File: src/rtl/multicycle_controller.sv
// Multi-cycle RV32I control FSM: sequences fetch/decode/execute/memory/writeback
// over one shared ALU and one ready/request memory port, with sticky trap flags.
//
// state  | meaning
// FETCH  | read instruction at PC, PC <= PC+4 on mem_ready
// DECODE | ALUOut <= OldPC+imm, dispatch on opcode
// MEMADR | ALUOut <= rs1+imm
// MEMRD  | load data read at ALUOut
// MEMWB  | rd <= memory data register
// MEMWR  | store write at ALUOut
// EXECR  | ALUOut <= rs1 op rs2
// EXECI  | ALUOut <= rs1 op imm (or passB for LUI)
// ALUWB  | rd <= ALUOut
// BRANCH | compare rs1/rs2, PC <= ALUOut when taken
// JAL    | PC <= ALUOut, ALUOut <= OldPC+4
// TRAP   | all enables off until reset
module multicycle_controller #(
    parameter int TIMEOUT_CYCLES = 15,
    parameter bit BRANCH_FULL    = 1'b1
) (
    input  logic       i_clk,
    input  logic       i_rst_n,
    input  logic [6:0] i_opcode,
    input  logic [2:0] i_funct3,
    input  logic [6:0] i_funct7,
    input  logic       i_zero,
    input  logic       i_lt,
    input  logic       i_ltu,
    input  logic       i_mem_ready,
    output logic       o_mem_req,
    output logic       o_mem_we,
    output logic       o_adr_src,
    output logic       o_ir_write,
    output logic       o_pc_write,
    output logic       o_reg_write,
    output logic [1:0] o_alu_src_a,
    output logic [1:0] o_alu_src_b,
    output logic [1:0] o_result_src,
    output logic [3:0] o_alu_control,
    output logic       o_illegal,
    output logic       o_bus_error,
    output logic [3:0] o_state
);

    localparam logic [3:0] S_FETCH  = 4'd0,  S_DECODE = 4'd1,  S_MEMADR = 4'd2,
                           S_MEMRD  = 4'd3,  S_MEMWB  = 4'd4,  S_MEMWR  = 4'd5,
                           S_EXECR  = 4'd6,  S_EXECI  = 4'd7,  S_ALUWB  = 4'd8,
                           S_BRANCH = 4'd9,  S_JAL    = 4'd10, S_TRAP   = 4'd15;

    localparam logic [6:0] OP_LOAD  = 7'b0000011, OP_STORE = 7'b0100011,
                           OP_R     = 7'b0110011, OP_IMM   = 7'b0010011,
                           OP_LUI   = 7'b0110111, OP_AUIPC = 7'b0010111,
                           OP_BR    = 7'b1100011, OP_JAL   = 7'b1101111;

    localparam logic [3:0] ALU_ADD = 4'd0, ALU_SUB = 4'd1, ALU_AND = 4'd2, ALU_OR  = 4'd3,
                           ALU_XOR = 4'd4, ALU_SLT = 4'd5, ALU_SLTU = 4'd6, ALU_SLL = 4'd7,
                           ALU_SRL = 4'd8, ALU_SRA = 4'd9, ALU_PASSB = 4'd10;

    localparam int CNT_W = (TIMEOUT_CYCLES > 1) ? $clog2(TIMEOUT_CYCLES) : 1;

    logic [3:0]       r_state;
    logic             r_illegal;
    logic             r_bus_error;
    logic [CNT_W-1:0] r_wait_cnt;

    logic [3:0] w_next;
    logic       w_set_ill;
    logic       w_set_bus;
    logic       w_timeout;
    logic       w_f7_ok;
    logic       w_shift_imm;
    logic       w_br_ok;
    logic       w_taken;
    logic [3:0] w_alu_op;

    assign w_f7_ok     = (i_funct7 == 7'b0000000) || (i_funct7 == 7'b0100000);
    assign w_shift_imm = (i_funct3 == 3'b001) || (i_funct3 == 3'b101);
    assign w_br_ok     = BRANCH_FULL ? ((i_funct3 != 3'b010) && (i_funct3 != 3'b011))
                                     : ((i_funct3 == 3'b000) || (i_funct3 == 3'b100));

    // The counter holds the number of low cycles already seen, so the access that
    // is low again at count TIMEOUT-1 is the one that exhausts the budget.
    assign w_timeout = (TIMEOUT_CYCLES != 0) && !i_mem_ready &&
                       (r_wait_cnt == CNT_W'(TIMEOUT_CYCLES - 1));

    always_comb begin
        w_taken = 1'b0;
        case (i_funct3)
            3'b000:  w_taken = i_zero;
            3'b001:  w_taken = !i_zero;
            3'b100:  w_taken = i_lt;
            3'b101:  w_taken = !i_lt;
            3'b110:  w_taken = i_ltu;
            3'b111:  w_taken = !i_ltu;
            default: w_taken = 1'b0;
        endcase
    end

    always_comb begin
        w_alu_op = ALU_ADD;
        case (i_funct3)
            3'b000:  w_alu_op = ((i_opcode == OP_R) && i_funct7[5]) ? ALU_SUB : ALU_ADD;
            3'b001:  w_alu_op = ALU_SLL;
            3'b010:  w_alu_op = ALU_SLT;
            3'b011:  w_alu_op = ALU_SLTU;
            3'b100:  w_alu_op = ALU_XOR;
            3'b101:  w_alu_op = i_funct7[5] ? ALU_SRA : ALU_SRL;
            3'b110:  w_alu_op = ALU_OR;
            default: w_alu_op = ALU_AND;
        endcase
        if (i_opcode == OP_LUI) w_alu_op = ALU_PASSB;
    end

    always_comb begin
        w_next    = r_state;
        w_set_ill = 1'b0;
        w_set_bus = 1'b0;
        case (r_state)
            S_FETCH: begin
                if (i_mem_ready)    w_next = S_DECODE;
                else if (w_timeout) begin w_next = S_TRAP; w_set_bus = 1'b1; end
            end
            S_DECODE: begin
                case (i_opcode)
                    OP_LOAD, OP_STORE: w_next = S_MEMADR;
                    OP_R:              w_next = w_f7_ok ? S_EXECR : S_TRAP;
                    OP_IMM:            w_next = (w_shift_imm && !w_f7_ok) ? S_TRAP : S_EXECI;
                    OP_LUI:            w_next = S_EXECI;
                    OP_AUIPC:          w_next = S_ALUWB;
                    OP_BR:             w_next = w_br_ok ? S_BRANCH : S_TRAP;
                    OP_JAL:            w_next = S_JAL;
                    default:           w_next = S_TRAP;
                endcase
                w_set_ill = (w_next == S_TRAP);
            end
            S_MEMADR: w_next = (i_opcode == OP_STORE) ? S_MEMWR : S_MEMRD;
            S_MEMRD: begin
                if (i_mem_ready)    w_next = S_MEMWB;
                else if (w_timeout) begin w_next = S_TRAP; w_set_bus = 1'b1; end
            end
            S_MEMWR: begin
                if (i_mem_ready)    w_next = S_FETCH;
                else if (w_timeout) begin w_next = S_TRAP; w_set_bus = 1'b1; end
            end
            S_MEMWB, S_ALUWB, S_BRANCH: w_next = S_FETCH;
            S_EXECR, S_EXECI, S_JAL:    w_next = (r_state == S_JAL) ? S_ALUWB : S_ALUWB;
            S_TRAP:   w_next = S_TRAP;
            default:  w_next = S_FETCH;
        endcase
    end

    always_comb begin
        o_mem_req     = 1'b0;
        o_mem_we      = 1'b0;
        o_adr_src     = 1'b0;
        o_ir_write    = 1'b0;
        o_pc_write    = 1'b0;
        o_reg_write   = 1'b0;
        o_alu_src_a   = 2'b00;
        o_alu_src_b   = 2'b00;
        o_result_src  = 2'b00;
        o_alu_control = ALU_ADD;
        case (r_state)
            S_FETCH: begin
                o_mem_req    = 1'b1;
                o_alu_src_b  = 2'b10;
                o_result_src = 2'b10;
                // Reset forces FETCH, but nothing may be loaded while it is held.
                o_ir_write   = i_mem_ready && i_rst_n;
                o_pc_write   = i_mem_ready && i_rst_n;
            end
            S_DECODE: begin
                o_alu_src_a = 2'b01;
                o_alu_src_b = 2'b01;
            end
            S_MEMADR: begin
                o_alu_src_a = 2'b10;
                o_alu_src_b = 2'b01;
            end
            S_MEMRD: begin
                o_mem_req = 1'b1;
                o_adr_src = 1'b1;
            end
            S_MEMWB: begin
                o_reg_write  = 1'b1;
                o_result_src = 2'b01;
            end
            S_MEMWR: begin
                o_mem_req = 1'b1;
                o_mem_we  = 1'b1;
                o_adr_src = 1'b1;
            end
            S_EXECR: begin
                o_alu_src_a   = 2'b10;
                o_alu_control = w_alu_op;
            end
            S_EXECI: begin
                o_alu_src_a   = 2'b10;
                o_alu_src_b   = 2'b01;
                o_alu_control = w_alu_op;
            end
            S_ALUWB: o_reg_write = 1'b1;
            S_BRANCH: begin
                o_alu_src_a   = 2'b10;
                o_alu_control = ALU_SUB;
                o_pc_write    = w_taken;
            end
            S_JAL: begin
                o_alu_src_a = 2'b01;
                o_alu_src_b = 2'b10;
                o_pc_write  = 1'b1;
            end
            default: ;
        endcase
    end

    always_ff @(posedge i_clk or negedge i_rst_n) begin
        if (!i_rst_n) begin
            r_state     <= S_FETCH;
            r_illegal   <= 1'b0;
            r_bus_error <= 1'b0;
            r_wait_cnt  <= '0;
        end else begin
            r_state <= w_next;
            if (w_set_ill) r_illegal   <= 1'b1;
            if (w_set_bus) r_bus_error <= 1'b1;
            if (w_next != r_state)  r_wait_cnt <= '0;
            else if (!i_mem_ready)  r_wait_cnt <= r_wait_cnt + CNT_W'(1);
        end
    end

    assign o_state     = r_state;
    assign o_illegal   = r_illegal;
    assign o_bus_error = r_bus_error;

endmodule

File: config.mk
export PLATFORM = sky130hd
export DESIGN_NAME = multicycle_controller
export DESIGN_NICKNAME = d
export VERILOG_FILES = /design/src/rtl/multicycle_controller.sv
export SDC_FILE = /design/constraint.sdc
export NUM_CORES = 1
export LEC_CHECK = 0
export CAP_MARGIN = 15
export CELL_PAD_IN_SITES_DETAIL_PLACEMENT = 1
export CELL_PAD_IN_SITES_GLOBAL_PLACEMENT = 1
export CORE_MARGIN = 10
export CORE_UTILIZATION = 34
export CTS_BUF_LIST = sky130_fd_sc_hd__clkbuf_8 sky130_fd_sc_hd__clkbuf_16
export CTS_CLUSTER_DIAMETER = 50
export CTS_CLUSTER_SIZE = 24
export DETAILED_ROUTE_END_ITERATION = 6
export PLACE_DENSITY_LB_ADDON = 0.1
export SYNTH_ARGS = -nofsm -noshare
export SYNTH_HDL_FRONTEND = slang
export SYNTH_SLANG_ARGS = --single-unit
export TNS_END_PERCENT = 100
File: constraint.sdc
create_clock -name i_clk -period 5.3 [get_ports i_clk]
set_input_delay 0.53 -clock i_clk [delete_from_list [all_inputs] [get_ports i_clk]]
set_output_delay 0.53 -clock i_clk [all_outputs]
set_load 0.02 [all_outputs]
Word-level counts from Yosys, hierarchy flattened:

Cells that the tools add are included.

* $add $sub $neg: 1
* equal/unequal tests: 33
* mux-type cells: 32
* reductions and logical operators: 25

Operators with widths (number)
* 4-bit one-hot mux with 7 select lines: 3
* 4-bit 2-to-1 mux: 10
* 7-bit by 6-bit equality test with 1-bit output, second input constant: 4
* 4-bit equality test, second input constant: 6
* 4-bit by 3-bit equality test with 1-bit output, second input constant: 4
* 7-bit by 5-bit equality test with 1-bit output, second input constant: 2
* 7-bit equality test, second input constant: 2
* 3-bit equality test, second input constant: 4
* 2-bit one-hot mux with 2 select lines: 3
* 2-bit OR reduction: 6
* 1-bit 2-to-1 mux: 11
* 3-bit OR reduction: 3
* 4-bit by 2-bit equality test with 1-bit output, second input constant: 2
* 4-bit one-hot mux with 2 select lines: 1
* 7-bit by 2-bit equality test with 1-bit output, second input constant: 1
* 7-bit zero test: 1
* 3-bit by 2-bit equality test with 1-bit output, second input constant: 2
* 3-bit 2-to-1 mux: 2
* 3-bit by 2-bit inequality test with 1-bit output, second input constant: 2
* 1-bit one-hot mux with 6 select lines: 1
* 1-bit logical AND: 5
* 1-bit zero test: 5
* 4-bit by 1-bit adder with 4-bit output, second input constant: 1
* 4-bit by 1-bit equality test with 1-bit output, second input constant: 1
* other kinds (8): 9

* flip-flop bits (word level): 10
* output and inout bits: 22
* logic and storage cells: 95

Depth between registers and ports, before layout:

Gate-level depths: netlist of run 1.

* word-level depth: 10
* mapped depth: 7
* gate-level depth less buffers: 7

Least setup slack after synthesis of run 1:

OpenSTA, ideal clock, no wires.

* path type: register to output
* from: reg r_state[1] (netlist: o_state[1])
* to: out o_pc_write
* data arrival time: 2.109 ns
* data required time: 4.770 ns
* slack: 2.661 ns
* stages on the path, launching flop included: 5
* buffers on the path: 1
* path through: dfrtp_1 buf_4 nor4_1 and3_1 o21bai_1

* cells in the longest elaborated chain, start to end: 2
* elaborated cells between the ends (all ways): 4

RTL lines
* start: declaration: line 61 `logic [3:0] r_state;`
* start signal: assignment: line 224 `r_state <= w_next;`
* 4-bit equality test / 4-bit zero test (equally long branches): line 163 `case (r_state)`
* 1-bit one-hot mux with 3 select lines (*): line 163
* end: declaration: line 34 `output logic o_pc_write,`

Mark *: on every way between the ends. The rest lies on a longest branch, timed or not.

Worst setup path after layout of run 1:

* from: in i_opcode[2]
* to: out o_alu_control[0]

* cells in the longest elaborated chain, start to end: 6
* elaborated cells between the ends (all ways): 7

RTL lines
* start: declaration: line 23 `input logic [6:0] i_opcode,`
* 7-bit by 6-bit equality test with 1-bit output: line 102 `3'b000: w_alu_op = ((i_opcode == OP_R) && i_funct7[5]) ? ALU_SUB : ALU_ADD;`
* 1-bit logical AND: line 102
* 1-bit 2-to-1 mux: line 102
* 4-bit one-hot mux with 7 select lines: line 101 `case (i_funct3)`
* 4-bit 2-to-1 mux (*): line 111 `if (i_opcode == OP_LUI) w_alu_op = ALU_PASSB;`
* 4-bit one-hot mux with 2 select lines (*): line 163
* end: declaration: line 39 `output logic [3:0] o_alu_control,`

Marks and branches as above.

==> results of run 1 <==
stage by stage:
stage | area [um2] | hold slack, ns | worst slack (ns) | power, uW | instances
2_1_floorplan | 1230 | 0.234 | 2.66 | 463 | 165
3_3_place_gp | 1630 | 0.452 | 2.26 | 635 | 243
3_5_place_dp | 1630 | 0.456 | 2.20 | 649 | 243
4_1_cts | 1690 | 0.467 | 2.20 | 749 | 247
5_1_grt | 1690 | 0.495 | 2.03 | 803 | 247
6_report | 1690 | 0.464 | 2.19 | 742 | 247
worst paths after layout:
check / startpoint / endpoint / slack (ns) / cells past startpoint
min: o_bus_error / o_bus_error / 0.46 / 1
min in group asynchronous: i_rst_n / o_state[1] / 0.64 / 1
min reg2reg: o_bus_error / o_bus_error / 0.46 / 1
max reg2reg: o_state[0] / r_wait_cnt[0] / 3.01 / 5
max in group asynchronous: i_rst_n / o_illegal / 4.31 / 1
max: i_opcode[2] / o_alu_control[0] / 2.19 / 6
placed cells by master (no fill, tap or decap), types with 2 or more instances in the layout:
cell type	count
a211oi_1	3
a21o_1	2
a21oi_1	13
a31oi_1	2
clkbuf_8	4
clkdlybuf4s50_1	44
dfrtp_1	10
ha_1	2
inv_1	5
mux2i_1	2
nand2_1	14
nand2b_1	7
nand3_1	5
nand3b_1	3
nand4_1	4
nand4b_1	4
nor2_1	13
nor2b_1	5
nor3_1	9
nor3b_1	2
nor4_1	2
nor4b_1	2
o21ai_0	9
o21bai_1	2
o22ai_1	4
o31ai_1	2
o32ai_1	3
or3_1	2
xnor2_1	3
xor2_1	3
power groups by stage:
stage,Clock [uW],Combinational (uW),Sequential (uW)
finish,97.0,466,179
global route,103,513,187
CTS,99.4,473,177
detailed placement,0,470,179
global placement,0,458,177
floorplan,0,321,142
worst max-delay path, delay by kind of cell:
kind	cells	cell delay, ns
AO/OA/AOI/OAI	2	0.36
AND/OR/NAND/NOR	2	0.50
buffers and inverters	2	1.18
logic make-up after synthesis:
kind of cell               after synthesis  synth area share [%]
muxes                                    2                  1.62
xor gates and xnor gates                 6                  4.26
and+or+nand+nor                         80                  37.4
AOI/OAI and AO/OA                       47                  24.0
DFF                                     10                  20.3
buffers and inverters                   17                  9.53
adders and majority gates                3                  2.84
registers in the layout (all words and copies together) (netlist names):
register,flops
o_bus_error,1
o_illegal,1
o_state,4
r_wait_cnt,4
routing by layer:
layer	share of wire [%]	vias to the layer above	track usage (%)	wire length [um]
met4	0.25	0	1.58	10
met1	43	674	13.9	1720
met3	5.6	2	4.45	226
met2	52	29	22.9	2080
li1	-	690	-	-
met5	0	-	0	0
cell type report:
| type | count | area (um2) |
|---|---|---|
| clock buffer | 4 | 55.1 |
| fill | 430 | 1730 |
| inverter | 5 | 18.8 |
| multi-input combinational | 138 | 866 |
| sequential | 10 | 250 |
| tap | 46 | 57.6 |
| timing repair buffer | 44 | 440 |
==> results.json, run 1 <==
{
  "tightest_slew_ns": 0.758,
  "final_max_slew_viol_count": 0,
  "relSlewSlack_pct": 49.5,
  "initial_core_util_pct": 36.1,
  "ys_ff_latch": 10,
  "syn_area_um2": 1230,
  "vias": 1395,
  "synth_edf_count": 0,
  "cp_max_fo": 8,
  "cellLeakagePower_uw": 0.000613,
  "swShare_pct": 48.9,
  "grt_pass1_wl_um": 6750,
  "cts_resized": 0,
  "skew_ns": 0.00117,
  "die_y_um": 80.2,
  "p_sw_uw": 363,
  "die-area_um2": 6440,
  "cap_violations": 0,
  "cts_buffer_depth": 2,
  "clkPwrFrac_pct": 13.1,
  "cts_buffers": 3,
  "cp.required_ns": 4.77,
  "synthTopCellsByCount": "14 x nand2_1, 13 x a21oi_1, 13 x nor2_1, 10 x dfrtp_1",
  "power_density_nw_per_um2": 439,
  "synthesis.instances": 165,
  "post-synth-top-count-cell": "nand2_1",
  "ys_seq_area_share_pct": 20.3,
  "path_clk_slew_ns": 0.05,
  "synth.area.top_cells": "dfrtp_1 20%, a21oi_1 5.3%, nand2_1 4.3%",
  "ir_drop_uv": 158,
  "antenna_found_initial": 0,
  "drtIter0Drc": 61,
  "status": "finished clean",
  "rows": 21,
  "viasPerCell": 5.65,
  "synth_async_sr_flop_share_pct": 100,
  "cts.sinks": 10,
  "pwr-share-seq_pct": 24.2,
  "drive_gt1_share_pct": 3.98,
  "fmax_mhz": 322,
  "period_share_pct": 58.6,
  "clock_latency_ns": 0.24,
  "setup_viol_count_final": 0,
  "internal_power_uw": 379,
  "utilization_pct": 49.4,
  "synth.distinct_cells": 50,
  "grt_max_degree": 28,
  "cts_setup_buffers": 0,
  "grt_usage_pct": 12.5,
  "dp_hpwl_um": 3190,
  "tns_ns": 0,
  "min_path_type": "reg -> reg",
  "cts_tree": "built",
  "port_buffers": 44,
  "nets": 227,
  "die_w_um": 80.2,
  "cts-root-buf": "clkbuf_8",
  "synth_area_leader_cell": "dfrtp_1",
  "fin_crit_ns": 3.11,
  "p_comb_share_pct": 62.8,
  "grt_pass1_vias": 1443,
  "synth_top_area_share_pct": 20.3,
  "gp_congestion": 0.826,
  "synth_ff_type": "dfrtp_1",
  "area_growth_pct": 36.8,
  "cts_hold_buf": 0,
  "crit_chain": "clkdlybuf4s50_1, nand4bb_1, o21ai_0, nand4b_1, o21ai_0, clkdlybuf4s50_1",
  "cp-end-kind": "output port",
  "critPathMaxStageDelay_ns": 0.65,
  "hold_viol": 0,
  "worstSetupStartpointType": "input port",
  "firstDrtPassIters": 4,
  "rsz0062_at_grt": "no",
  "routedWlPerCell_um": 16.3,
  "syn_area_per_cell_um2": 7.48,
  "coreArea_um2": 3420,
  "ys_warn_count": 0,
  "drc": 0,
  "ant_nets": 0,
  "h-tree-depth": 1,
  "synth_nets": 190,
  "diodes": 0,
  "worstPathArrival_ns": 2.58,
  "worstSetupPathType": "in -> out",
  "crit_path_top_delay_cell": "clkdlybuf4s50_1",
  "io_pins": 45,
  "wl_um": 4030,
  "globalRouteOverflowTotal": 0
}
(Power assumes the default switching activity.)
==> run 2, diff against run 1 <==
- CORE_UTILIZATION: 34 -> 31
- clock period: 5.3 -> 2.9 ns (I/O delays scaled with it)
==> run 2 against run 1 <==
Count of clock-buffer cells in the layout down 1. Core utilization fell by 3.4 points. Cell count grew 2.8%. Hold slack lost 0.062 ns. Combinational power increased by 110%. Clock power grew 45%. Critical endpoint unchanged. Largest cell class unchanged. Highest routed layer unchanged.
==> results.json, run 2 (same netlist as run 1, synthesis figures left out) <==
{
  "crit_path_top_delay_cell": "clkdlybuf4s50_1",
  "nFillCells": 483,
  "fin_area_um2": 1720,
  "nets": 233,
  "die_w_um": 83.1,
  "die_y_um": 83.1,
  "coreArea_um2": 3740,
  "power_density_nw_per_um2": 793,
  "ir_drop_uv": 451,
  "grt_pass1_vias": 1436,
  "cts_buffers": 3,
  "cts.sinks": 10,
  "cts-root-buf": "clkbuf_8",
  "cellLeakagePower_uw": 0.000636,
  "crit_chain": "clkdlybuf4s50_1, nand4bb_1, o21ai_0, nand4b_1, o21ai_0, clkdlybuf4s50_1",
  "setup_viol_count_final": 0,
  "cts_tree": "built",
  "h-tree-depth": 1,
  "mostFrequentLayoutCells": "44 x clkdlybuf4s50_1, 14 x nand2_1, 13 x nor2_1, 13 x a21oi_1, 10 x dfrtp_1",
  "wl_um": 4140,
  "grt_usage_pct": 11.4,
  "cts_hold_buf": 0,
  "final_max_slew_viol_count": 0,
  "drtIter0Drc": 38,
  "path_clk_slew_ns": 0.05,
  "layout_commonest_cell": "clkdlybuf4s50_1",
  "cts_buffer_depth": 2,
  "cp.required_ns": 2.61,
  "hold_viol": 0,
  "vias": 1417,
  "path_buf_inv": 2,
  "crit_family": "buffers and inverters",
  "routedWlPerCell_um": 16.3,
  "cap_violations": 0,
  "dp_hpwl_um": 3420,
  "cp_max_fo": 8,
  "viasPerCell": 5.58,
  "area_growth_pct": 39.6,
  "worstSetupPathType": "in -> out",
  "antenna_found_initial": 0,
  "relSlewSlack_pct": 62.1,
  "worstSetupStartpointType": "input port",
  "port_buffers": 44,
  "clock_latency_ns": 0.23,
  "skew_ns": 0.000622,
  "initial_core_util_pct": 33.0,
  "post-place-ws_ns": 0.295,
  "cts_setup_buffers": 0,
  "gp_congestion": 0.845,
  "tightest_slew_ns": 0.563,
  "setup_slack_ns": 0.317,
  "reg2reg_slack_ns": 0.75,
  "die-area_um2": 6900,
  "cp-end-kind": "output port",
  "ant_nets": 0,
  "rows": 22,
  "diodes": 0,
  "critPathMaxStageDelay_ns": 0.63,
  "grt_pass1_wl_um": 7000,
  "firstDrtPassIters": 4,
  "tns_ns": 0,
  "status": "finished clean",
  "period_share_pct": 89.1,
  "grt_max_degree": 27,
  "fmax_mhz": 387,
  "min_path_type": "in -> async",
  "globalRouteOverflowTotal": 0,
  "drc": 0,
  "drive_gt1_share_pct": 6.31,
  "fin_crit_ns": 2.58,
  "cts_resized": 0,
  "io_pins": 45,
  "placed_cell_area_um2": 1680,
  "worstPathArrival_ns": 2.29,
  "rsz0062_at_grt": "no"
}
-- run 2: where the power goes --
group          switching [uW]  internal (uW)
Combinational             549            427
Clock                    50.5           90.6
Sequential               68.0            180
Total                     668            698
-- run 2: metrics by stage --
step	std cells	hold slack [ns]	total power, uW	utilization [%]
CTS	254	0.409	1380	46.0
global route	254	0.417	1480	46.0
global placement	251	0.445	1210	44.9
detailed placement	251	0.446	1240	44.9
finish	254	0.403	1370	46.0
floorplan	165	-0.00559	846	-
-- run 2: routing by layer --
layer | GRT usage, % | routed length (um)
met5 | 0 | 0
met4 | 1.85 | 15
met3 | 3.42 | 216
met2 | 20.6 | 2060
met1 | 13.0 | 1850
-- run 2: layout make-up --
type	count	area, um2	share of cell area [%]
Timing Repair Buffer	50	485	28.2
Tap cell	48	60.1	3.49
Sequential cell	10	250	14.5
Multi-Input combinational cell	138	866	50.3
Clock buffer	3	41.3	2.40
Inverter	5	18.8	1.09
-- run 2: worst paths after layout --
path,from,end,cells after the start
worst max-delay path,i_opcode[2],o_alu_control[0],6
worst min-delay path,i_rst_n,r_wait_cnt[3],2
worst max register to register,r_wait_cnt[0],r_wait_cnt[2],7
worst min register to register,o_bus_error,o_bus_error,1
max in group asynchronous,i_rst_n,o_state[1],2
min in group i_clk,o_bus_error,o_bus_error,1
-- run 2: worst register-to-register path: stages, from the launching register on --
cell	delay, ns
dfrtp_1	0.40
inv_1	0.06
ha_1	0.21
a31oi_1	0.35
and4b_1	0.24
a211oi_1	0.34
o22ai_1	0.21
nor3_1	0.24
==> run 3, diff against run 2 <==
- CTS_CLUSTER_SIZE: 24 -> default
==> results of run 3 <==
Same layout as run 2: the final DEF is identical, and so are final timing and power.
